===== src/rtl/branch_predictor.sv =====
// Fetch-side B-type branch predictor: 2-bit counter table plus an in-order queue of
// in-flight predictions checked against execute. Optional stats ports via BP_STATS_EN.
module branch_predictor #(
    parameter int XLEN        = 64,
    parameter int BHT_ENTRIES = 64,
    parameter int QDEPTH      = 4
) (
    input  logic            clk,
    input  logic            rst_n,
    input  logic            bp_fetch_valid,
    input  logic [XLEN-1:0] bp_fetch_pc,
    input  logic [31:0]     bp_fetch_instr,
    output logic            bp_fetch_ready,
    output logic            bp_pred_taken,
    output logic [XLEN-1:0] bp_pred_target,
    input  logic            bp_resolve_valid,
    input  logic            bp_resolve_taken,
    input  logic [XLEN-1:0] bp_resolve_target,
    output logic            bp_redirect_valid,
    output logic [XLEN-1:0] bp_redirect_pc,
    output logic            bp_queue_empty
`ifdef BP_STATS_EN
    ,
    output logic [31:0]     bp_stat_branches,
    output logic [31:0]     bp_stat_mispredicts
`endif
);

    localparam int IDX   = $clog2(BHT_ENTRIES);
    localparam int IDX_Q = $clog2(QDEPTH);
    localparam logic [IDX_Q:0] Q_FULL = (IDX_Q+1)'(QDEPTH);

    // Handshake: a branch transfers into the queue when fetch_valid & fetch_ready & is_br
    // on a rising edge; a resolve transfers when resolve_valid and the queue is non-empty.

    logic [1:0]      ctr [BHT_ENTRIES];
    logic [IDX-1:0]  q_idx  [QDEPTH];
    logic            q_pred [QDEPTH];
    logic [XLEN-1:0] q_tgt  [QDEPTH];
    logic [XLEN-1:0] q_pc4  [QDEPTH];

    logic [IDX_Q-1:0] head, tail;
    logic [IDX_Q:0]   count;

    logic            is_br;
    logic [IDX-1:0]  fetch_idx;
    logic [12:0]     b_imm;
    logic [XLEN-1:0] b_off;
    logic            do_push, do_pop, mispredict;
    logic [IDX-1:0]  head_idx;
    logic [1:0]      head_ctr;
    logic            unused_instr_bits;

    assign unused_instr_bits = ^bp_fetch_instr[24:15];

    assign is_br = (bp_fetch_instr[6:0] == 7'b1100011) &&
                   (bp_fetch_instr[14:12] != 3'b010) && (bp_fetch_instr[14:12] != 3'b011);
    assign fetch_idx = bp_fetch_pc[IDX+1:2];
    assign b_imm = {bp_fetch_instr[31], bp_fetch_instr[7], bp_fetch_instr[30:25],
                    bp_fetch_instr[11:8], 1'b0};
    assign b_off = {{(XLEN-13){b_imm[12]}}, b_imm};

    assign bp_pred_target = bp_fetch_pc + b_off;
    assign bp_pred_taken  = bp_fetch_valid & is_br & ctr[fetch_idx][1];
    assign bp_fetch_ready = (count < Q_FULL);
    assign bp_queue_empty = (count == '0);

    assign do_push  = bp_fetch_valid & bp_fetch_ready & is_br;
    assign do_pop   = bp_resolve_valid & ~bp_queue_empty;
    assign head_idx = q_idx[head];
    assign head_ctr = ctr[head_idx];
    assign mispredict = do_pop &
        ((q_pred[head] != bp_resolve_taken) ||
         (bp_resolve_taken && (q_tgt[head] != bp_resolve_target)));

    // Pointer/count control; a mispredict flushes everything including a same-cycle push.
    always_ff @(posedge clk) begin
        if (!rst_n) begin
            head  <= '0;
            tail  <= '0;
            count <= '0;
        end else if (mispredict) begin
            head  <= '0;
            tail  <= '0;
            count <= '0;
        end else begin
            if (do_push) tail <= tail + IDX_Q'(1);
            if (do_pop)  head <= head + IDX_Q'(1);
            case ({do_push, do_pop})
                2'b10:   count <= count + (IDX_Q+1)'(1);
                2'b01:   count <= count - (IDX_Q+1)'(1);
                default: count <= count;
            endcase
        end
    end

    always_ff @(posedge clk) begin
        if (do_push) begin
            q_idx[tail]  <= fetch_idx;
            q_pred[tail] <= bp_pred_taken;
            q_tgt[tail]  <= bp_pred_target;
            q_pc4[tail]  <= bp_fetch_pc + XLEN'(4);
        end
    end

    // Training happens at the pop edge, so a same-cycle fetch reads the old value.
    always_ff @(posedge clk) begin
        if (!rst_n) begin
            for (int i = 0; i < BHT_ENTRIES; i++) ctr[i] <= 2'b01;
        end else if (do_pop) begin
            if (bp_resolve_taken)
                ctr[head_idx] <= (head_ctr == 2'b11) ? 2'b11 : head_ctr + 2'b01;
            else
                ctr[head_idx] <= (head_ctr == 2'b00) ? 2'b00 : head_ctr - 2'b01;
        end
    end

    always_ff @(posedge clk) begin
        if (!rst_n) begin
            bp_redirect_valid <= 1'b0;
            bp_redirect_pc    <= '0;
        end else begin
            bp_redirect_valid <= mispredict;
            if (mispredict)
                bp_redirect_pc <= bp_resolve_taken ? bp_resolve_target : q_pc4[head];
        end
    end

`ifdef BP_STATS_EN
    always_ff @(posedge clk) begin
        if (!rst_n) begin
            bp_stat_branches    <= '0;
            bp_stat_mispredicts <= '0;
        end else begin
            if (do_pop)     bp_stat_branches    <= bp_stat_branches + 32'd1;
            if (mispredict) bp_stat_mispredicts <= bp_stat_mispredicts + 32'd1;
        end
    end
`endif

endmodule


===== config.mk =====
export PLATFORM = sky130hd
export DESIGN_NAME = branch_predictor
export DESIGN_NICKNAME = d
export VERILOG_FILES = /design/src/rtl/branch_predictor.sv
export SDC_FILE = /design/constraint.sdc
export NUM_CORES = 1
export LEC_CHECK = 0
export ABC_CLOCK_PERIOD_IN_PS = 5500
export CAP_MARGIN = 20
export CORE_ASPECT_RATIO = 0.5
export CORE_MARGIN = 10
export CORE_UTILIZATION = 45
export CTS_CLUSTER_SIZE = 25
export DETAILED_ROUTE_END_ITERATION = 12
export PLACE_DENSITY = 0.67
export SYNTH_ARGS = -nofsm -noshare
export SYNTH_HDL_FRONTEND = slang
export SYNTH_SLANG_ARGS = --single-unit

===== constraint.sdc =====
create_clock -name clk -period 5.5 [get_ports clk]
set_input_delay 0.825 -clock clk [delete_from_list [all_inputs] [get_ports clk]]
set_output_delay 0.825 -clock clk [all_outputs]
set_load 0.01 [all_outputs]

# Yosys cells after proc, flatten, opt, wreduce, memory -nomap -nowiden
# Memories as Yosys holds them, arrays and structs flattened. A register that Yosys moved wholly into a read port is not among the register bits.
# Index checks and enable logic that the tools add are counted.
# totals
in_bits	165
ff_bits	72
output_inout_bits	132
mem_count	5
mem_bits_rw	668
# op_classes
muxes	27
n_bitwise	9
magnitude_cmp	1
n_addsub	8
n_eq_ne	8
n_reduce_logical	9
# mem_list
name	words	width	rd	rd_ports_with_merged_regs	write_ports	line	rtl
q_pc4	4	64	1	1	1	40	logic [XLEN-1:0] q_pc4 [QDEPTH];
q_tgt	4	64	1	1	1	39	logic [XLEN-1:0] q_tgt [QDEPTH];
ctr	64	2	2	0	64	36	logic [1:0] ctr [BHT_ENTRIES];
q_idx	4	6	1	1	1	37	logic [IDX-1:0] q_idx [QDEPTH];
q_pred	4	1	1	1	1	38	logic q_pred [QDEPTH];
# ops
op	n
adder 64 x 3 -> 64 bit (second input constant)	1
adder 64 bit	1
two-way mux 64 bit	1
!= test 64 bit	1
two-way mux 2 bit	12
two-way mux 1 bit	12
== test 7 bit (second input constant)	1
adder 2 x 1 -> 2 bit (second input constant)	3
bitwise AND 1 bit	6
two-way mux 6 bit	1
!= test 3 x 2 -> 1 bit (second input constant)	2
case mux 3 bit (2 select lines)	1
== test 2 bit (second input constant)	2
OR reduction 2 bit	2
adder 3 x 1 -> 3 bit (second input constant)	1
logical AND 1 bit	3
zero test 3 bit	1
< comparator 3 bit (second input constant)	1
subtractor 3 x 1 -> 3 bit (second input constant)	1
== test 2 x 1 -> 1 bit (second input constant)	1
zero test 2 bit	1
NOT 1 bit	2
nonzero test 2 bit	1
subtractor 2 x 1 -> 2 bit (second input constant)	1
other kinds (3)	3

# Depth between registers and ports, before layout
# Gate-level depths: netlist of the first run.
# logic_depth
ltp_word	9
ltp_mapped	15
depth_no_buf	13

# Least setup slack after synthesis of the first run
# OpenSTA, ideal clock, no wires.
# synth_timing
kind	input-to-output
from	input port bp_fetch_pc[2]
to	output port bp_pred_target[63]
path_slack_ns	-0.361
n_path_buf	2
t_arrival_ns	5.036
cell_stages	14
cell_sequence	clkbuf_1 buf_1 inv_1 fa_1 nor2b_1 o2111a_1 o211ai_1 o211ai_1 nand3_1 a211oi_1 o21ai_1 a31oi_1 mux2i_1 a2111oi_0
# synth_between
elab_chain_cells	1
# synth_rtl
item	line	rtl
start: declaration	11	input logic [XLEN-1:0] bp_fetch_pc,
adder 64 bit	63	assign bp_pred_target = bp_fetch_pc + b_off;
end: declaration	15	output logic [XLEN-1:0] bp_pred_target,
# No other way between the ends.

# Worst setup path after layout of the first run
# layout_timing
from	input port bp_fetch_pc[2]
to	output port bp_pred_target[31]
# Same word-level chain as after synthesis.

==> results of run 1 <==
-- per-layer routing --
metal | track usage (%) | up-vias | part of all wire (%)
li1 | - | 10300 | -
met1 | 26.5 | 11500 | 41
met2 | 35.4 | 717 | 50
met3 | 3.88 | 164 | 5.8
met4 | 7.90 | 0 | 3.5
met5 | 0 | - | 0
-- registers in the layout, indices dropped and copies added (netlist names), named ones only --
register           count
bp_redirect_valid      1
q_idx                 24
bp_redirect_pc        64
q_tgt                256
q_pred                 4
count                  3
ctr                  128
q_pc4                252
head                   2
tail                   2
-- cell type report --
type / instances / area (sq um)
Sequential cell: 738 / 21400
Inverter: 47 / 176
Timing Repair Buffer: 564 / 5090
Multi-Input combinational cell: 1476 / 13000
Clock buffer: 99 / 2070
Clock inverter: 29 / 355
Tap cell: 1036 / 1300
Antenna cell: 4 / 10.0
Fill cell: 6187 / 33700
-- repair_timing --
item                       in CTS  in global routing
gates resized for setup        39                 36
setup buffers                   2                  1
pin swaps                       8                 13
hold buffers                    0                  0
setup endpoints to repair      22                 23
-- cell families (layout without fill, tap and decap cells) --
| kind of cell | Yosys count | after routing |
|---|---|---|
| xor gates and xnor gates | 178 | 178 |
| buffers and inverters | 187 | 739 |
| AOI/OAI and AO/OA | 359 | 359 |
| adders and majority gates | 72 | 72 |
| other | 0 | 4 |
| DFF | 738 | 738 |
| and+or+nand+nor | 608 | 608 |
| muxes | 259 | 259 |
-- power breakdown --
part	internal, mW	switching (mW)
sequential	6.22	0.0125
clock	2.97	2.13
combinational	0.750	0.874
total	9.94	3.02
-- through the flow --
stage	instances	power (mW)
4_1_cts	3988	13.0
5_1_grt	3991	13.4
3_5_place_dp	3858	7.96
6_report	3993	13.0
2_1_floorplan	2401	7.03
3_3_place_gp	3858	7.94
-- worst min-delay path by stage --
stage               slack [ns]                from            endpoint  depth (start not counted)
finish                    0.47  bp_redirect_pc[51]  bp_redirect_pc[51]                          1
global route              0.48  bp_redirect_pc[35]  bp_redirect_pc[35]                          1
CTS                       0.47  bp_redirect_pc[53]  bp_redirect_pc[53]                          1
detailed placement        0.45  bp_redirect_pc[53]  bp_redirect_pc[53]                          1
global placement          0.44  bp_redirect_pc[34]  bp_redirect_pc[34]                          1
floorplan                 0.49  bp_redirect_pc[10]  bp_redirect_pc[10]                          1
-- cells in the mapped netlist, types with 49 or more instances --
master,number
dfxtp_1,74
nand2_1,216
xnor2_1,130
o2bb2ai_1,65
edfxtp_1,664
mux2i_1,82
nand3_1,49
ha_1,68
nand3_2,54
mux4_2,163
clkbuf_1,79
nor2_1,138
a21oi_1,90
-- critical path: stages --
cell             delay [ns]
clkdlybuf4s50_1        0.48
buf_4                  0.11
inv_1                  0.05
fa_1                   0.43
nor2b_1                0.12
buf_4                  0.13
o2111a_2               0.27
o211ai_1               0.10
o211ai_1               0.27
buf_4                  0.23
a21oi_1                0.13
or3_1                  0.33
nand2b_1               0.09
xor2_1                 0.30
clkdlybuf4s50_1        0.67
==> impl_metrics.toml, run 1 <==
[global_route]
groute.usage.overall_pct = 20.8
antenna_violations_before_repair = 5
maximum_number_of_pins_on_one_net_before_global_route_repair = 84
grt_pass1_vias = 22800
grt_overflow = 0
grt_first_pass_wirelength_microns = 143000

[sta]
finalCriticalPeriod_ns = 5.38
fin_setup_tns_ns = 0
setup_viol = 0
worst_pin_slew_ns = 0.969
final_max_slew_viol_count = 0
slew_headroom_pct = 35.2
hold_ws_ns = 0.466
setup_slack_ns = 0.119
fmax_ghz = 0.186
final_count_of_hold_timing_violations = 0
final.setup_skew_ns = 0.0196
grt_setup_unrepaired = "false"
post-route-period-util_pct = 97.8

[clock_network]
clk_latency_worst_skew_pair_ns = 0.64
clock_buffers_created_by_tritoncts = 69
cts_num_sinks = 738
clk_pin_slew_ns = 0.06
tritoncts_clock_tree = "done"
cts-htree-levels = 3
ctsLongestPathBuffers = 3
clk_root_buffer_cell = "clkbuf_16"

[logic_synthesis]
async_reset_ff_share_pct = 0
syn_inst = 2401
synthesis.area_sq_mm = 0.0350
yosys.area_share.xor_xnor_pct = 4.46
synth_top_family_by_area = "multiplexers"
avgSynthCellArea_sq_um = 14.6
synthesis.nets = 2636
synth_sequential_area_ratio_pct = 61.3
postSynthRegisterBits = 738
yosys-mux-area-fraction_pct = 13.3
post_synth_num_cell_types = 72
synth_flop_cell = "edfxtp_1"
synthAdderAreaFrac_pct = 2.61
yosysWarnings = 0
yosys.area.top_type_share_pct = 57.0
synth-simple-area-share_pct = 8.82
yosysTopAreaCell = "edfxtp_1"
synth_compound_gate_area_share_pct = 7.05
netlist_top_cells_area = "edfxtp_1, mux4_2, dfxtp_1, xnor2_1, ha_1"
synth_edf_count = 664

[place]
dpl_wire_length_microns = 68000
detailed_place.area_sq_mm = 0.0407
post-place-ws_ns = -0.486
place.port_buffers = 285
place.gp.congestion = 0.871

[setup_path]
worstSetupPathType = "input port to output pin"
crit_path_end = "bp_pred_target[31]"
timing.reg2reg.setup_slack_ns = 0.92
worst-endpoint-arrival_ns = 4.56
setup.worst_path.start_class = "input port"
timing.reg2reg.worst_path_depth = 10
cp-startpoint = "bp_fetch_pc[2]"
reg2reg_to = "bp_redirect_pc[34]"
critical_path_peak_fanout = 3
worst-endpoint-required_ns = 4.68
timing.critical_path.to_type = "output pin"

[status]
status = "finished, final reports clean"

[layout]
utilization_pct = 56.3
post_route_cells_drive_above_1_share_pct = 23.4
flow.area_growth_from_synthesis_pct = 24.1
layout.cells.most_common_list = "edfxtp_1, buf_4, clkdlybuf4s50_1"
finish.net_count = 3131
most_frequent_standard_cell_in_the_layout_excluding_fill_and_tap_cells = "edfxtp_1"
final_cell_area_sq_mm = 0.0434

[floorplan]
std_cell_rows = 72
die_w_microns = 414
dieArea_sq_mm = 0.0899
design.core.area_sq_mm = 0.0771
die-height_microns = 217
initial_util_pct = 45.3
io_pins = 297

[pwr]
max-vdd-ir-drop_mv = 0.180
p_leak_nw = 14.8
power_per_cell_area_mw_per_mm2 = 299

[drt]
drt-total-wl_microns = 96100
drt_iter0_drc = 1954
ant_nets = 0
drt-vias-per-instance = 5.67
dr_total_vias = 22600
post-route-drc-count = 0
drt-wirelength-per-cell_microns = 24.1
drt_pass1_iterations = 6

[worst_hold_path]
worstHoldPathType = "flip-flop to flip-flop"

[run]
max-cap-violations = 0
Note: power is estimated with default switching activity, not from simulation.
==> run 2, diff against run 1 <==
--- a/config.mk
+++ b/config.mk
@@ -13,6 +13,7 @@
 export CTS_CLUSTER_SIZE = 25
 export DETAILED_ROUTE_END_ITERATION = 12
 export PLACE_DENSITY = 0.67
+export REMOVE_ABC_BUFFERS = 1
 export SYNTH_ARGS = -nofsm -noshare
 export SYNTH_HDL_FRONTEND = slang
 export SYNTH_SLANG_ARGS = --single-unit
==> run 2 against run 1 <==
Clock power fell by 8.4%. Non-clock buffer count decreased by 10. Final cell count shrank 0.33%. Critical path depth grew 2. Hold slack lost 0.0039 ns. Sequential cell count is the same. Clock skew fell by 0.0028 ns. Worst setup slack improved by 0.010 ns. Total power fell by 3.0%. Register-to-register slack improved by 0.06 ns. Utilization fell by 0.37 points. Clock-buffer cell count shrank 6. Largest cell class unchanged.
==> impl_metrics.toml, run 2 (synthesis results as in run 1) <==
[sta]
post-route-period-util_pct = 97.6
fmax_ghz = 0.186
worst_pin_slew_ns = 1.09
setup_viol = 0
setup_slack_ns = 0.130
final_max_slew_viol_count = 0
fin_setup_tns_ns = 0
final_count_of_hold_timing_violations = 0
finalCriticalPeriod_ns = 5.37
final.setup_skew_ns = 0.0168
slew_headroom_pct = 27.4

[global_route]
grt_overflow = 0
met2_global_route_usage_pct = 36.8
grt.busiest_layer = "met2"
antenna_violations_before_repair = 8
groute.usage.overall_pct = 21.0
maximum_number_of_pins_on_one_net_before_global_route_repair = 64
grt_pass1_vias = 23100
grt_first_pass_wirelength_microns = 145000
gr-usage-met1_pct = 27.0
grtUsageMet3_pct = 3.20

[setup_path]
worst-endpoint-required_ns = 4.68
timing.critical_path.to_type = "output pin"
critical_path_peak_fanout = 4
timing.reg2reg.setup_slack_ns = 0.98
reg2reg_to = "ctr[62][0]"
setup.worst_path.start_class = "input port"
timing.reg2reg.worst_path_depth = 10
worst-endpoint-arrival_ns = 4.55
crit_path_end = "bp_pred_target[46]"
cp-startpoint = "bp_fetch_pc[2]"
worstSetupPathType = "input port to output pin"

[pwr]
power_per_cell_area_mw_per_mm2 = 292
max-vdd-ir-drop_mv = 0.176
p_leak_nw = 14.7
report.power.total_mw = 12.6

[drt]
ant_nets = 0
post-route-drc-count = 0
drt-vias-per-instance = 5.67
drt_iter0_drc = 2071
drt_pass1_iterations = 5
dr_total_vias = 22600
drt-wirelength-per-cell_microns = 24.2
drt-total-wl_microns = 96400

[layout]
largest_register = "q_tgt"
nFillCells = 6239
sequential_cell_area_sq_mm = 0.0214
finish.net_count = 3121
flow.area_growth_from_synthesis_pct = 23.3
final_cell_area_sq_mm = 0.0431
multi_input_comb_area_sq_mm = 0.0130
most_frequent_standard_cell_in_the_layout_excluding_fill_and_tap_cells = "edfxtp_1"
stdcell_count = 3980
layout.cells.most_common_list = "edfxtp_1, clkdlybuf4s50_1, buf_4"
largest_register_ffs = 256
largest_registers = "q_tgt x256, q_pc4 x252, ctr x128"
post_route_cells_drive_above_1_share_pct = 22.8

[place]
placed_cells_incl_taps = 3846
place.port_buffers = 285
place.gp.congestion = 0.904
detailed_place.area_sq_mm = 0.0407
dpl_wire_length_microns = 68700
post-place-ws_ns = -0.511

[floorplan]
dieArea_sq_mm = 0.0899
initial_util_pct = 45.3
io_pins = 297
die-height_microns = 217
std_cell_rows = 72
die_w_microns = 414
design.core.area_sq_mm = 0.0771

[run]
max-cap-violations = 0

[clock_network]
ctsLongestPathBuffers = 3
clk_latency_worst_skew_pair_ns = 0.63
clk_root_buffer_cell = "clkbuf_16"
tritoncts_clock_tree = "done"
cts_hold_buffers = 0
clock_buffers_created_by_tritoncts = 69
cts_num_sinks = 738
clk_pin_slew_ns = 0.06
cts-htree-levels = 3

[worst_hold_path]
hold_depth = 1
worstHoldPathType = "flip-flop to flip-flop"

[status]
status = "finished, final reports clean"
[run 2: cell types whose count changed in the layout (fill, tap and decap cells not counted), sizes merged, moves of 3 or more]
cell,delta
buf,-10
bufinv,-4
clkbuf,-7
clkinv,+3
clkinvlp,-3
diode,+3
inv,+4
[run 2: where the power goes]
group	switching [mW]	total [mW]	internal, mW
registers	0.0126	6.23	6.22
clock network	2.08	4.67	2.59
logic	0.893	1.67	0.775
total	2.99	12.6	9.58
[run 2: repair_timing]
item	4_1_cts	5_1_grt
pin swaps	9	9
gates resized for setup	37	34
buffers inserted	4	1
cloned	0	0
setup endpoints to repair	25	22
hold endpoints to repair	0	0
[run 2: area by class of cell]
type	count	share of cell area [%]
clock inverters	29	0.543
repair buffers	554	11.8
multi-input cells	1476	30.1
well taps	1036	3.01
flip-flops and latches	738	49.7
inverters	47	0.409
clock buffers	93	4.43
diodes	7	0.0406
[run 2: worst min-delay path by stage]
stage                                   from                 end  slack [ns]
after global placement    bp_redirect_pc[32]  bp_redirect_pc[32]        0.44
final                      bp_redirect_pc[3]   bp_redirect_pc[3]        0.46
after floorplan            bp_redirect_pc[0]   bp_redirect_pc[0]        0.49
after detailed placement   bp_redirect_pc[2]   bp_redirect_pc[2]        0.45
after global routing      bp_redirect_pc[41]  bp_redirect_pc[41]        0.47
after CTS                  bp_redirect_pc[2]   bp_redirect_pc[2]        0.47
[run 2: worst max-delay path: stages]
cell             delay [ns]
clkdlybuf4s50_1        0.40
buf_4                  0.16
ha_1                   0.29
a211oi_1               0.07
buf_4                  0.14
o21ai_0                0.18
or4b_4                 0.55
o211ai_1               0.21
buf_4                  0.17
a31oi_2                0.11
nor2_2                 0.19
a221oi_2               0.11
o41ai_2                0.30
buf_4                  0.18
buf_4                  0.11
xor2_2                 0.23
dlygate4sd2_1          0.31
[run 2: metal layers]
metal  part of all wire [%]  vias to the layer above
met5                      0                        -
met4                    2.7                        0
met3                    4.8                      149
met2                     51                      667
met1                     41                    11500
li1                       -                    10300
[run 2: through the flow]
stage	util, %	hold WS [ns]
after floorplan	-	0.491
after global placement	52.7	0.445
after detailed placement	52.7	0.446
after CTS	55.7	0.466
after global routing	55.9	0.474
final	55.9	0.462
==> run 3, diff against run 2 <==
--- a/config.mk
+++ b/config.mk
@@ -5,14 +5,13 @@
 export SDC_FILE = /design/constraint.sdc
 export NUM_CORES = 1
 export LEC_CHECK = 0
-export ABC_CLOCK_PERIOD_IN_PS = 5500
+export ABC_CLOCK_PERIOD_IN_PS = 5100
 export CAP_MARGIN = 20
 export CORE_ASPECT_RATIO = 0.5
 export CORE_MARGIN = 10
 export CORE_UTILIZATION = 45
 export CTS_CLUSTER_SIZE = 25
 export DETAILED_ROUTE_END_ITERATION = 12
-export PLACE_DENSITY = 0.67
 export REMOVE_ABC_BUFFERS = 1
 export SYNTH_ARGS = -nofsm -noshare
 export SYNTH_HDL_FRONTEND = slang
==> constraint.sdc (replaced) <==
create_clock -name clk -period 5.1 [get_ports clk]
set_input_delay 0.765 -clock clk [delete_from_list [all_inputs] [get_ports clk]]
set_output_delay 0.765 -clock clk [all_outputs]
set_load 0.01 [all_outputs]
==> run 3 against run 2 <==
Largest power group unchanged. Final area is 1.3% higher. Via count is essentially flat. Hold slack is essentially flat. Register-to-register slack better by 0.05 ns. Sequential share of layout area down 0.66 points. Non-clock buffer count increased by 53. Clock-buffer cell count did not move. Critical path depth fell by 4. Combinational power grew 11%. Sequential power grew 7.9%. Utilization increased by 0.75 points. First-iteration DRC count decreased by 17%.
==> impl_metrics.toml, run 3 (synthesis results as in run 1) <==
[setup_path]
worstSetupPathType = "input port to output pin"
worst-endpoint-required_ns = 4.34
setup.worst_path.start_class = "input port"
crit_path_end = "bp_pred_target[49]"
reg2reg_to = "ctr[20][0]"
timing.reg2reg.worst_path_depth = 10
cp-startpoint = "bp_fetch_pc[17]"
timing.reg2reg.setup_slack_ns = 1.03
critical_path_peak_fanout = 7
timing.critical_path.to_type = "output pin"
worst-endpoint-arrival_ns = 4.20

[floorplan]
die-height_microns = 217
std_cell_rows = 72
design.core.area_sq_mm = 0.0771
dieArea_sq_mm = 0.0899
die_w_microns = 414
io_pins = 297
initial_util_pct = 45.3

[clock_network]
clock_buffers_created_by_tritoncts = 68
tritoncts_clock_tree = "done"
clk_pin_slew_ns = 0.06
cts-htree-levels = 3
ctsLongestPathBuffers = 3
clk_latency_worst_skew_pair_ns = 0.65
cts_num_sinks = 738
clk_root_buffer_cell = "clkbuf_16"

[worst_hold_path]
hold_depth = 1
worstHoldPathType = "flip-flop to flip-flop"

[sta]
final_max_slew_viol_count = 0
setup_viol = 0
worst_pin_slew_ns = 1.06
post-route-period-util_pct = 97.4
fmax_ghz = 0.201
final_count_of_hold_timing_violations = 0
slew_headroom_pct = 29.0
finalCriticalPeriod_ns = 4.97
final.setup_skew_ns = 0.0298

[global_route]
gr-usage-met1_pct = 27.3
grt_overflow = 0
grtUsageMet3_pct = 3.29
groute.usage.overall_pct = 21.0
met2_global_route_usage_pct = 36.2
maximum_number_of_pins_on_one_net_before_global_route_repair = 67
grt_pass1_vias = 22700
antenna_violations_before_repair = 2
grt_first_pass_wirelength_microns = 144000
grt.busiest_layer = "met2"

[layout]
most_frequent_standard_cell_in_the_layout_excluding_fill_and_tap_cells = "edfxtp_1"
layout.cells.most_common_list = "edfxtp_1, buf_4, clkdlybuf4s50_1"
largest_registers = "q_tgt x256, q_pc4 x252, ctr x128"
finish.net_count = 3173
largest_register_ffs = 256
stdcell_count = 4031
largest_register = "q_tgt"
flow.area_growth_from_synthesis_pct = 25.0
utilization_pct = 56.6
post_route_cells_drive_above_1_share_pct = 24.8

[drt]
ant_nets = 0
drt-vias-per-instance = 5.60
drt_pass1_iterations = 6
drt_iter0_drc = 1721
drt-total-wl_microns = 97200
post-route-drc-count = 0
drt-wirelength-per-cell_microns = 24.1
dr_total_vias = 22600

[place]
place.port_buffers = 285
dpl_wire_length_microns = 69400
place.gp.congestion = 0.884
placed_cells_incl_taps = 3898

[pwr]
report.power.total_mw = 13.7
max-vdd-ir-drop_mv = 0.189
p_leak_nw = 15.0
power_per_cell_area_mw_per_mm2 = 313

[run]
max-cap-violations = 0

[status]
status = "finished, final reports clean"
[run 3: changes by cell type in the layout (fill, tap and decap cells not counted), moves of 6 or more]
cell | before | now
dlygate4sd2_1 | 7 | 22
o21ai_1 | 5 | 12
ha_4 | 2 | 8
buf_4 | 255 | 304
clkdlybuf4s50_1 | 259 | 244
ha_1 | 66 | 57
[run 3: worst min-delay path by stage]
stage / from / to
detailed placement: bp_redirect_pc[5] / bp_redirect_pc[5]
finish: bp_redirect_pc[56] / bp_redirect_pc[56]
global placement: bp_redirect_pc[39] / bp_redirect_pc[39]
global route: bp_redirect_pc[32] / bp_redirect_pc[32]
CTS: bp_redirect_pc[43] / bp_redirect_pc[43]
floorplan: bp_redirect_pc[0] / bp_redirect_pc[0]
[run 3: cell type report]
cell class | count | area [sq um]
Multi-Input combinational cell | 1476 | 13100
Timing Repair Buffer | 607 | 5480
Sequential cell | 738 | 21400
Antenna cell | 2 | 5.00
Clock buffer | 93 | 1860
Inverter | 47 | 176
Clock inverter | 32 | 289
Tap cell | 1036 | 1300
Fill cell | 6330 | 33400
[run 3: critical path, stage by stage]
cell             delay, ns
clkdlybuf4s50_1       0.49
ha_2                  0.43
nand4_1               0.14
nor4_1                0.27
o211ai_1              0.13
o211ai_1              0.27
nand3_1               0.22
a211oi_2              0.22
buf_4                 0.16
nor3_1                0.07
buf_4                 0.17
xnor2_2               0.23
clkdlybuf4s50_1       0.63
[run 3: layer usage]
layer	share of wire, %	vias to the layer above
met1	42	11400
met3	4.9	130
met4	2.7	0
met5	0	-
met2	50	599
li1	-	10400
[run 3: timing repair]
action | CTS | global route
pin swaps | 10 | 15
resized for setup | 88 | 44
setup endpoints to repair | 36 | 30
hold buffers | 0 | 0
buffers inserted | 4 | 2
[run 3: metrics by stage]
stage,cell area [sq um],setup TNS (ns),hold WS [ns],worst slack [ns]
after floorplan,34300,-1257.14,0.491,-4.59
after global placement,41100,-12.10,0.444,-0.772
after detailed placement,41100,-12.88,0.445,-0.794
after CTS,43500,-0.0694,0.466,-0.0694
after global routing,43700,-0.0630,0.474,-0.0370
final,43700,0,0.462,0.135
[run 3: power by group]
group	switching [mW]	internal, mW
logic	0.981	0.883
clock network	2.30	2.78
registers	0.0136	6.71
total	3.29	10.4
